## src/rtl/bcd_pkg.sv

```systemverilog
// bcd_pkg: shared types and constants for the four-decade BCD counter.
//   bcd_digit_t  - one packed BCD decade (valid codes 0..9)
//   BCD_MAX      - largest legal BCD code
//   NUM_DIGITS   - decades in the counter / positions on the display scan
//   bcd_sanitize - maps any non-decimal code (A..F) to 0
package bcd_pkg;

    typedef logic [3:0] bcd_digit_t;

    localparam bcd_digit_t BCD_MAX    = 4'd9;
    localparam int         NUM_DIGITS = 4;

    function automatic bcd_digit_t bcd_sanitize(input bcd_digit_t d);
        return (d > BCD_MAX) ? bcd_digit_t'(0) : d;
    endfunction

endpackage

```

## src/rtl/bcd_digit.sv

```systemverilog
// bcd_digit: one decade of a ripple BCD up/down counter.
// Ports:
//   clk, rst_n - clock, asynchronous active-low reset (value -> 0)
//   en         - global run enable (held low until reset release is synchronised)
//   up         - 1 = count up (carry), 0 = count down (borrow)
//   clr        - synchronous clear, highest priority
//   load       - synchronous load of load_val (non-decimal codes load as 0)
//   load_val   - BCD value to load
//   cin        - step request from the lower decade (or the tick strobe)
//   value      - current BCD value of this decade
//   cout       - step request to the next decade: this decade rolls over on this step
module bcd_digit
    import bcd_pkg::*;
(
    input  logic       clk,
    input  logic       rst_n,
    input  logic       en,
    input  logic       up,
    input  logic       clr,
    input  logic       load,
    input  logic [3:0] load_val,
    input  logic       cin,
    output logic [3:0] value,
    output logic       cout
);

    bcd_digit_t value_q, value_d;

    always_comb begin
        value_d = value_q;
        if (en) begin
            if (clr) begin
                value_d = '0;
            end else if (load) begin
                value_d = bcd_sanitize(load_val);
            end else if (cin) begin
                if (up) begin
                    value_d = (value_q >= BCD_MAX) ? bcd_digit_t'(0) : value_q + 4'd1;
                end else begin
                    value_d = (value_q == 4'd0) ? BCD_MAX : value_q - 4'd1;
                end
            end
        end
    end

    always_ff @(posedge clk or negedge rst_n) begin
        if (!rst_n) begin
            value_q <= '0;
        end else begin
            value_q <= value_d;
        end
    end

    // Ripple: the next decade steps only when this one rolls over on this step.
    // The top level masks the final carry with clr/load for the wrap flag.
    assign cout  = cin & (up ? (value_q == BCD_MAX) : (value_q == 4'd0));
    assign value = value_q;

endmodule

```

## src/rtl/bcd_scan_counter.sv

```systemverilog
// bcd_scan_counter: four-decade BCD up/down counter with a multiplexed
// seven-segment scan output.
// Ports:
//   clk       - sole clock, rising edge
//   rst_n     - asynchronous active-low reset, release synchronised internally
//   tick      - count-step strobe (one step per cycle it is high)
//   up        - direction, 1 = increment, 0 = decrement
//   clr       - synchronous clear (beats load and tick)
//   load      - synchronous load of load_val (beats tick)
//   load_val  - four BCD digits, [15:12] thousands .. [3:0] units
//   count     - current BCD count, same packing as load_val
//   W,X,Y,Z   - registered BCD of the scanned digit, W = MSB
//   dig_sel   - one-hot digit enable, bit 0 = units
//   wrap      - one-cycle pulse after 9999->0000 or 0000->9999
// Parameter SCAN_DIV: clk cycles each digit stays on the scan outputs.
module bcd_scan_counter
    import bcd_pkg::*;
#(
    parameter int SCAN_DIV = 50000
)
(
    input  logic        clk,
    input  logic        rst_n,
    input  logic        tick,
    input  logic        up,
    input  logic        clr,
    input  logic        load,
    input  logic [15:0] load_val,
    output logic [15:0] count,
    output logic        W,
    output logic        X,
    output logic        Y,
    output logic        Z,
    output logic [3:0]  dig_sel,
    output logic        wrap
);

    localparam int PW    = $clog2(SCAN_DIV);
    localparam int IDX_W = $clog2(NUM_DIGITS);
    localparam logic [PW-1:0] PRESC_LAST = PW'(SCAN_DIV - 1);

    // Reset release synchroniser: assertion is immediate through the async
    // reset, release becomes visible as run=1 after two rising edges.
    logic [1:0] rst_sync_q, rst_sync_d;
    logic       run;

    logic [NUM_DIGITS:0] carry;
    logic [3:0]          digit_val [NUM_DIGITS];

    logic             wrap_q, wrap_d;
    logic [PW-1:0]    presc_q, presc_d;
    logic [IDX_W-1:0] scan_idx_q, scan_idx_d;
    logic [3:0]       wxyz_q, wxyz_d;
    logic             presc_last;

    assign rst_sync_d = {rst_sync_q[0], 1'b1};
    assign run        = rst_sync_q[1];

    always_ff @(posedge clk or negedge rst_n) begin
        if (!rst_n) begin
            rst_sync_q <= '0;
        end else begin
            rst_sync_q <= rst_sync_d;
        end
    end

    // Decade chain: the tick strobe is the carry-in of the units digit.
    assign carry[0] = tick;

    generate
        for (genvar gi = 0; gi < NUM_DIGITS; gi++) begin : g_digit
            bcd_digit u_digit (
                .clk      (clk),
                .rst_n    (rst_n),
                .en       (run),
                .up       (up),
                .clr      (clr),
                .load     (load),
                .load_val (load_val[gi*4 +: 4]),
                .cin      (carry[gi]),
                .value    (digit_val[gi]),
                .cout     (carry[gi+1])
            );
            assign count[gi*4 +: 4] = digit_val[gi];
            assign dig_sel[gi]      = (scan_idx_q == IDX_W'(gi));
        end
    endgenerate

    assign presc_last = (presc_q == PRESC_LAST);

    always_comb begin
        // A carry out of the thousands digit is a full-range rollover, but only
        // when the tick was actually applied (clr/load take precedence).
        wrap_d     = run & carry[NUM_DIGITS] & ~clr & ~load;
        presc_d    = presc_q;
        scan_idx_d = scan_idx_q;
        wxyz_d     = wxyz_q;
        if (run) begin
            presc_d = presc_last ? '0 : presc_q + 1'b1;
            if (presc_last) begin
                scan_idx_d = scan_idx_q + 1'b1;
            end
            // Select with the next index so the registered nibble changes in
            // the same cycle as dig_sel; it trails count by exactly one cycle.
            wxyz_d = digit_val[scan_idx_d];
        end
    end

    always_ff @(posedge clk or negedge rst_n) begin
        if (!rst_n) begin
            wrap_q     <= 1'b0;
            presc_q    <= '0;
            scan_idx_q <= '0;
            wxyz_q     <= '0;
        end else begin
            wrap_q     <= wrap_d;
            presc_q    <= presc_d;
            scan_idx_q <= scan_idx_d;
            wxyz_q     <= wxyz_d;
        end
    end

    assign wrap = wrap_q;
    assign W    = wxyz_q[3];
    assign X    = wxyz_q[2];
    assign Y    = wxyz_q[1];
    assign Z    = wxyz_q[0];

endmodule

```

## config.mk

```make
export PLATFORM = sky130hd
export DESIGN_NAME = bcd_scan_counter
export DESIGN_NICKNAME = d
export VERILOG_FILES = /design/src/rtl/bcd_pkg.sv /design/src/rtl/bcd_digit.sv /design/src/rtl/bcd_scan_counter.sv
export SDC_FILE = /design/constraint.sdc
export NUM_CORES = 1
export LEC_CHECK = 0
export CELL_PAD_IN_SITES_DETAIL_PLACEMENT = 0
export CELL_PAD_IN_SITES_GLOBAL_PLACEMENT = 1
export CORE_UTILIZATION = 45
export DETAILED_ROUTE_END_ITERATION = 12
export HOLD_SLACK_MARGIN = 0.06
export PLACE_DENSITY = 0.86
export SLEW_MARGIN = 20
export SYNTH_ARGS = -nofsm -noshare
export SYNTH_HDL_FRONTEND = slang
export SYNTH_SLANG_ARGS = --single-unit
```

## constraint.sdc

```tcl
create_clock -name clk -period 6.67 [get_ports clk]
set_clock_uncertainty 0.15 [all_clocks]
set_input_delay 1.6675 -clock clk [delete_from_list [all_inputs] [get_ports clk]]
set_output_delay 1.6675 -clock clk [all_outputs]
set_load 0.01 [all_outputs]
```

==> results.md <==
- Post-synth top area share: 33.3%
- Initial Util: 47.5%
- Die Y: roughly 85 µm
- Slew headroom: 40.2%
- Status: finished, violations left
- Synth Cell Area: roughly 3100 µm²
- Startpoint types: input pin
- Hold_buf cts: 0
- Final std cells w/o fill: around 450
- Htree depth: 2
- Gr ovfl total: 0
- Port Buf Inserts: 46
- Pins over their slew limit: 0
- # Post-CTS Setup Buffers: 0
- Worst-skew pair later-pin latency: approximately 0.29 ns
- Post-synthesis cell count: 332
- Worst EP arrival: between 4 and 5 ns
- Top post-synthesis cells by area: dfrtp_1 33%, ha_1 8.5%, mux2i_1 3.6%, a21oi_1 3.2%, o21ai_0 3.2%
- Critical path class: in -> reg
- Ports: between 40 and 50
- Synth Flop Type: dfrtp_1
- Final Cell Area: roughly 3600 µm²
- CTS resizes: 0
- CTS tree: done
- Synthesis-to-layout area growth: 17.4%
- Number of synthesized flops with an enable pin: 0
- Clk sinks: a little over 40
- Residual DRC: 1
- Fin. Hold Viols: 0
- Synthesis-stage register bit count: slightly above 40
- Highest-count cells in the layout ignoring fill and taps: 45 x clkdlybuf4s50_1, 41 x dfrtp_1, 21 x nor2_1, 21 x ha_1
- Final Total Pwr: 0.736 mW
- Final WL: around 7300 µm
- Worst setup margin: 2.58 ns
- Synth cell types: slightly below 60
- Peak VDD IR: approximately 0.078 mV
- Die ar.: 7190 µm²
- Post-Syn Nets: roughly 380
- YS warnings: 0
- Largest net degree at the start of global routing: 42
- Fmax: 244 MHz
- Max Cap Viol: 0
- Peak fanout along the critical path: 23
- CTS max path bufs: 2
- DRT iter0 DRCs: ~160
- Clock transition at path regs: around 0.08 ns
- Post-route ant nets: 0
- Total track usage: around 22%
- Worst EP required: around 6.7 ns
- Width of the die: 84.8 µm
- Tightest Pin Transition: ~0.90 ns
- Pre-CTS WS: approximately 2.3 ns
- Most common cell after layout, fill and taps aside: clkdlybuf4s50_1
- Min-delay worst type: reg -> reg
- CTS buffer count: 5
- RSZ-0062 raised after global routing: no
- Asr flop ratio synth: between 90% and 100%
- Vias in the first global route: about 2,500
- GP Congestion: between 0.7 and 0.8
- Leakage: between 1.5 and 2 nW
- Routed WL per cell: ~16 µm
- Worst Setup End Kind: flop
- Placed insts: around 440
- Placement Rows: 29
- Syn Area/Cell: slightly above 9 µm²
- Pwr dens: just over 200 nW/µm²
- Router iterations before antenna repair: 8
- Fin Hold WS: 0.212 ns
- First-pass GRT wire length: 12,400 µm
- Dpl hpwl: between 5000 and 6000 µm
- Antenna violations before repair: 0
- Final period util: between 60% and 70%
- Via-per-instance ratio: between 5 and 6
- Synth area leader: dfrtp_1
- Filler cell count: 612
- Root buffer cell: clkbuf_8
- Post-synthesis sequential area ratio: around 33%
- Ratio of cells with drive above 1 in the final layout: about 7.5%
- Core box area: 6490 µm²
- Final #Nets: a little over 400
- Crit path time final: 4.09 ns
- Final Setup Violations: 0
- Via count: between 2,000 and 3,000
- Dpl cell area: between 3000 and 4000 µm²
- Failing checks: design-rule violations
- Finished Core Util: 55.7%
- Setup TNS: 0 ns
- Inserted Diodes: 0
area by class of cell:
type | instances | area [µm²] | share of cell area [%]
flip-flops and latches | 41 | 1030 | 28.4
clock inverters | 3 | 17.5 | 0.484
clock buffers | 5 | 68.8 | 1.90
well taps | 77 | 96.3 | 2.66
multi-input cells | 256 | 1870 | 51.7
inverters | 20 | 75.1 | 2.07
repair buffers | 47 | 463 | 12.8
registers in the layout, indices dropped and copies added, names as in the netlist:
name,count
wxyz_q,4
wrap,1
scan_idx_q,2
rst_sync_q,2
presc_q,16
g_digit.u_digit.value,16
worst max-delay path, cell delays in order:
cell	delay [ns]
clkdlybuf4s50_1	1.01
clkinv_1	0.52
nand2_1	0.37
a32oi_2	0.16
a21o_1	0.20
a22o_1	0.17
Yosys cell counts (all sizes together), types with 3 or more instances:
library cell   n
o2bb2ai        4
nor2b          3
or3b           6
xor2           7
nand2b        11
ha            21
mux2           3
dfrtp         41
mux2i         11
nor3           7
nand3         14
a22o           7
o32ai          3
clkbuf         8
nand3b         5
nor2          21
xnor2          9
o31ai          5
a21oi         22
nand2         18
nor3b         10
buf            7
inv           19
o21ai         23
a221oi         7
o21bai         4
a31oi          8
where the power goes:
group	switching (mW)	internal (mW)	leakage, nW
clock network	0.0863	0.0722	0.0439
registers	0.0580	0.278	0.534
logic	0.117	0.124	0.951
cell families (layout without fill, tap and decap cells):
kind of cell    Yosys count  count (layout)  share of synthesized area (%)
simple gates            108             108                           20.0
compound gates           95              95                           21.5
flops                    41              41                           33.3
buf+inv                  35              75                           6.01
fa+ha+maj                21              21                           8.52
xor+xnor                 16              16                           5.15
mux                      15              15                           5.40
other cells               1               1                          0.122
worst paths after layout:
kind | to | start | cells after the start | slack, ns
max in group asynchronous | g_digit[3].u_digit.value[3] | rst_n | 1 | 4.46
hold reg to reg | rst_sync_q[1] | rst_sync_q[0] | 0 | 0.21
setup reg to reg | g_digit[3].u_digit.value[2] | g_digit[2].u_digit.value[0] | 7 | 4.28
setup / recovery | g_digit[3].u_digit.value[2] | load | 6 | 2.58
hold / removal | rst_sync_q[1] | rst_sync_q[0] | 0 | 0.21
min in group asynchronous | presc_q[12] | rst_n | 1 | 1.35
metal layers:
metal  track usage [%]  wire (µm)  vias up
li1                  -          -     1295
met1              31.2       3520     1223
met2              34.7       3480       62
met3              3.05        228        6
met4              5.08         67        0
met5                 0          0        -
Power figures use the tool's default switching activity.
==> patch 1 (config.mk and constraints unchanged) <==
Set the parameter `SCAN_DIV` to 100000 (it was 50000).
--- a/src/rtl/bcd_scan_counter.sv
+++ b/src/rtl/bcd_scan_counter.sv
@@ -16,7 +16,7 @@
 module bcd_scan_counter
     import bcd_pkg::*;
 #(
-    parameter int SCAN_DIV = 50000
+    parameter int SCAN_DIV = 100000
 )
 (
     input  logic        clk,
Check against the original RTL: same outputs for any inputs over 10 cycles, from zero or initial values and one cycle with rst_n low; that may be too few to reach the edited logic, so the function may still have changed.
==> patch 1 against the unedited design <==
  * Cell area up 7.1%
  * Worst hold slack worse by 1.3 ps
  * Sequential cell count up 1
  * Die area up 6.5%
  * Register-to-register slack worse by 100 ps
  * Setup slack better by 300 ps
  * Largest power group unchanged
  * Area after synthesis up 6.7%
  * Power up 3.0%
  * Routed wire length up 8.2%
  * Critical path type is now flop to output port
  * Highest routed layer unchanged
==> patch 1: results (changes against the unedited design) <==
| Metric | Value |
|---|---|
| Status | `complete, no violations (was complete, but fails checks)` |
| Reg-to-reg endpoint | `wxyz_q[3]$_DFFE_PN0P_ (was g_digit[3].u_digit.value[2]$_DFFE_PN0P_)` |
| Reg2Reg Depth | `6 (was 7)` |
| Count of multi-input gates | `291 (was 256)` |
| Drt pass-1 iters | `4 (was 8)` |
| Largest cells by area after synthesis | `dfrtp_1 32%, ha_1 8.0%, nand2_1 3.5%, a21oi_1 3.5%, mux2i_1 3.0% (was dfrtp_1 33%, ha_1 8.5%, mux2i_1 3.6%, a21oi_1 3.2%, o21ai_0 3.2%)` |
| First-pass GRT wire length | `13,300 um (was 12,400 um)` |
| Mapped Nets | `415 (was 375)` |
| Initial drt markers | `103 (was 163)` |
| Met1 Use GR | `32.1% (was 31.2%)` |
| Met2 wire length | `3620 um (was 3480 um)` |
| Tightest Pin Transition | `950 ps (was 896 ps)` |
| RePlAce Congestion | `0.795 (was 0.774)` |
| Seq/Total Area, Yosys | `32.0% (was 33.3%)` |
| Met3 Use GR | `2.94% (was 3.05%)` |
| Non-clock buffers, area share | `12.0% (was 12.8%)` |
| Layout cells sized above 1 | `6.88% (was 7.53%)` |
| Filler Cells Inserted | `642 (was 612)` |
| Core outline area | `6940 um2 (was 6490 um2)` |
| Vias/cell | `5.84 (was 5.76)` |
| Comb power | `237 uW (was 241 uW)` |
| Post-synthesis xor/xnor area fraction | `4.26% (was 5.15%)` |
| Clock Pin Slew Worst Setup and Hold Paths | `100 ps (was 80 ps)` |
| Nets | `449 (was 414)` |
| Final-layout clock-cell area share | `2.39% (about the same)` |
| Proportion of synthesized area in mux cells | `3.73% (was 5.40%)` |
| Metal-1 WL | `3850 um (was 3520 um)` |
| Int Pwr | `483 uW (was 474 uW)` |
| Vias in the first global route | `2,691 (was 2,454)` |
| Compound-gate portion of the synthesized area | `22.1% (was 21.5%)` |
| Post-synth top cells | `42 x dfrtp_1, 31 x nand2_1, 23 x a21oi_1, 23 x nor2_1, 21 x ha_1 (was 41 x dfrtp_1, 21 x ha_1, 21 x nor2_1)` |
| Met2 GRT Util | `35.8% (was 34.7%)` |
| Worst R2R Setup Slack | `4180 ps (was 4280 ps)` |
| Largest net degree at the start of global routing | `43 (was 42)` |
| Arrival time worst endpoint | `1970 ps (was 4120 ps)` |
| Crit. Startpoint | `scan_idx_q[0]$_DFFE_PN0P_ (was load)` |
| Seq area share | `27.1% (was 28.4%)` |
| Peak supply drop | `0.0713 mV (was 0.0781 mV)` |
| Area of the multi-input gates | `2080 um2 (was 1870 um2)` |
| Non-clk invs | `19 (was 20)` |
| CP Max Fanout | `10 (was 23)` |
| Yosys cell types | `67 (was 59)` |
| Synth Area in Adders | `7.99% (was 8.52%)` |
| Met3 WL | `377 um (was 228 um)` |
-- patch 1: cell types whose count changed after synthesis, sizes merged, moves of 4 or more --
cell     delta
and4        +4
and3        +5
a221oi      -5
nand2      +13
o2bb2ai     -4
nor3b       -5
a22o        +4
-- patch 1: through the flow --
stage / area, um2 / total power (uW) / hold WS (ps) / instances / worst slack, ps
2_1_floorplan: 3290 / 494 / 181 / 372 / 3620
3_3_place_gp: 3780 / 583 / 183 / 495 / 2730
3_5_place_dp: 3780 / 587 / 190 / 495 / 2670
4_1_cts: 3870 / 760 / 210 / 503 / 2880
5_1_grt: 3870 / 806 / 225 / 503 / 2700
6_report: 3870 / 758 / 210 / 503 / 2880
-- patch 1: critical path: stages (launching register included) --
cell and delay, ps:
dfrtp_1 550, clkinv_1 340, ha_1 300, clkdlybuf4s50_1 470
==> patch 2 (same settings) <==
Without the edit above. Put a register stage on the output `count`, cleared by the reset. The value now appears one clock later. The other outputs are not delayed to match. Comments in the files are not updated.
--- a/src/rtl/bcd_scan_counter.sv
+++ b/src/rtl/bcd_scan_counter.sv
@@ -38,6 +38,8 @@
     localparam int PW    = $clog2(SCAN_DIV);
     localparam int IDX_W = $clog2(NUM_DIGITS);
     localparam logic [PW-1:0] PRESC_LAST = PW'(SCAN_DIV - 1);
+
+    logic [15:0] count_d;
 
     // Reset release synchroniser: assertion is immediate through the async
     // reset, release becomes visible as run=1 after two rising edges.
@@ -81,7 +83,7 @@
                 .value    (digit_val[gi]),
                 .cout     (carry[gi+1])
             );
-            assign count[gi*4 +: 4] = digit_val[gi];
+            assign count_d[gi*4 +: 4] = digit_val[gi];
             assign dig_sel[gi]      = (scan_idx_q == IDX_W'(gi));
         end
     endgenerate
@@ -126,5 +128,13 @@
     assign Y    = wxyz_q[1];
     assign Z    = wxyz_q[0];
 
+    always_ff @(posedge clk or negedge rst_n) begin
+        if (!rst_n) begin
+            count <= '0;
+        end else begin
+            count <= count_d;
+        end
+    end
+
 endmodule
 
Behaviour: not the same (Yosys sat finds a counterexample within 4 cycles, from zero or initial values and one cycle with rst_n low).
==> patch 2 against the unedited design <==
  * Global-route usage fell by 1.2 points
  * Setup slack got worse by 260 ps
  * Sequential cell count is 16 higher
  * Routed wire length is 1.8% higher
  * Area after synthesis up 9.3%
  * Register-to-register slack worse by 430 ps
  * Cell area rose by 15%
  * Sequential power grew 31%
  * Power increased by 47%
  * Largest power group unchanged
==> patch 2: results (changes against the unedited design) <==
| Metric | Value |
|---|---|
| Status | `complete, no violations (was complete, but fails checks)` |
| Total clock buffers created by CTS | `9 (was 5)` |
| RePlAce Congestion | `0.840 (was 0.774)` |
| Worst R2R Setup Slack | `3850 ps (was 4280 ps)` |
| Vias/cell | `5.52 (was 5.76)` |
| GRT Total Usage | `20.5% (was 21.7%)` |
| Drt pass-1 iters | `4 (was 8)` |
| Total routed wirelength | `7430 um (was 7300 um)` |
| Clock Pin Slew Worst Setup and Hold Paths | `60 ps (was 80 ps)` |
| Post-synth top cells | `57 x dfrtp_1, 33 x nand2_1, 26 x nor2_1, 26 x o21ai_0, 21 x ha_1 (was 41 x dfrtp_1, 21 x ha_1, 21 x nor2_1)` |
| Vias in the first global route | `2,572 (was 2,454)` |
| Hpwl dp | `5160 um (was 5360 um)` |
| Seq/Total Area, Yosys | `42.3% (was 33.3%)` |
| Sequential share of power | `40.7% (was 45.7%)` |
| Largest cells by area after synthesis | `dfrtp_1 42%, ha_1 7.8%, o21ai_0 3.9%, nand2_1 3.7%, nor2_1 2.9% (was dfrtp_1 33%, ha_1 8.5%, mux2i_1 3.6%, a21oi_1 3.2%, o21ai_0 3.2%)` |
| Mapped Cells | `361 (was 332)` |
| Yosys cell types | `54 (was 59)` |
| Setup WS pre-CTS | `1980 ps (was 2330 ps)` |
| Nets | `447 (was 414)` |
| Placed Cells | `492 (was 441)` |
| Filler Cells Inserted | `676 (was 612)` |
| IO Port Bufs | `46 (unchanged)` |
| Comb power | `226 uW (was 241 uW)` |
| Relative slew margins | `34.0% (was 40.2%)` |
| Post-synth top area share | `42.3% (was 33.3%)` |
| Initial drt markers | `190 (was 163)` |
| Arrival time worst endpoint | `4480 ps (was 4120 ps)` |
| CP Max Fanout | `30 (was 23)` |
| Largest net degree at the start of global routing | `58 (was 42)` |
| Switch Pwr | `300 uW (was 262 uW)` |
| Final setup slack of the worst path | `2310 ps (was 2580 ps)` |
| Peak supply drop | `0.0995 mV (was 0.0781 mV)` |
| Clock power frac | `38.4% (was 21.5%)` |
| First-pass GRT wire length | `12,000 um (was 12,400 um)` |
| Static leakage | `0.00177 uW (was 0.00153 uW)` |
| Min Hold Slack | `204 ps (was 212 ps)` |
| Htree depth | `3 (was 2)` |
| Mapped Nets | `404 (was 375)` |
| Vias | `2,806 (was 2,586)` |
| Antenna violations before repair | `0 (unchanged)` |
| Cts repair resizes | `0 (unchanged)` |
| DP Area | `3880 um2 (was 3530 um2)` |
| Worst skew pair latency | `330 ps (was 290 ps)` |
| Layout cells sized above 1 | `7.09% (was 7.53%)` |
[patch 2: cell types whose count changed after synthesis, moves of 6 or more]
cell	change
dfrtp_1	+16
nand2_1	+15
a31oi_1	+7
o21ai_0	+6
a221oi_1	-6
mux2i_1	-9
[patch 2: path summary, 6_finish.rpt]
check,start,end,depth (start not counted)
max,up,g_digit[3].u_digit.value[0]$_DFFE_PN0P_,7
min,rst_sync_q[0]$_DFF_PN0_,rst_sync_q[1]$_DFF_PN0_,0
max reg2reg,presc_q[0]$_DFFE_PN0P_,wxyz_q[1]$_DFFE_PN0P_,7
min reg2reg,rst_sync_q[0]$_DFF_PN0_,rst_sync_q[1]$_DFF_PN0_,0
max in group asynchronous,rst_n,g_digit[3].u_digit.value[0]$_DFFE_PN0P_,2
min in group asynchronous,rst_n,scan_idx_q[0]$_DFFE_PN0P_,2
[patch 2: cell families after synthesis]
family,share of synthesized area [%]
AO/OA/AOI/OAI,19.0
XOR/XNOR,4.64
adder cells (fa/ha/maj),7.80
buffers and inverters,4.42
flip-flops,42.3
multiplexers,1.26
other,0.111
AND/OR/NAND/NOR,20.4
[patch 2: cell type report]
class / instances / share of cell area, %
tap: 99 / 2.99
clock inverter: 4 / 2.36
inverter: 18 / 1.63
clock buffer: 12 / 3.99
sequential: 57 / 34.4
timing repair buffer: 48 / 11.4
multi-input combinational: 270 / 43.3
[patch 2: per-layer routing]
metal | up-vias | track usage, % | wire length (um)
met5 | - | 0 | 0
met4 | 0 | 7.92 | 127
met3 | 11 | 5.04 | 252
met2 | 52 | 33.4 | 3580
met1 | 1366 | 26.3 | 3470
li1 | 1377 | - | -
[patch 2: worst max-delay path, stage by stage]
cell,delay [ps]
clkdlybuf4s50_1,920
or3b_2,670
a21oi_1,270
nand4_1,160
a21boi_1,220
a2111oi_0,440
a21o_1,130
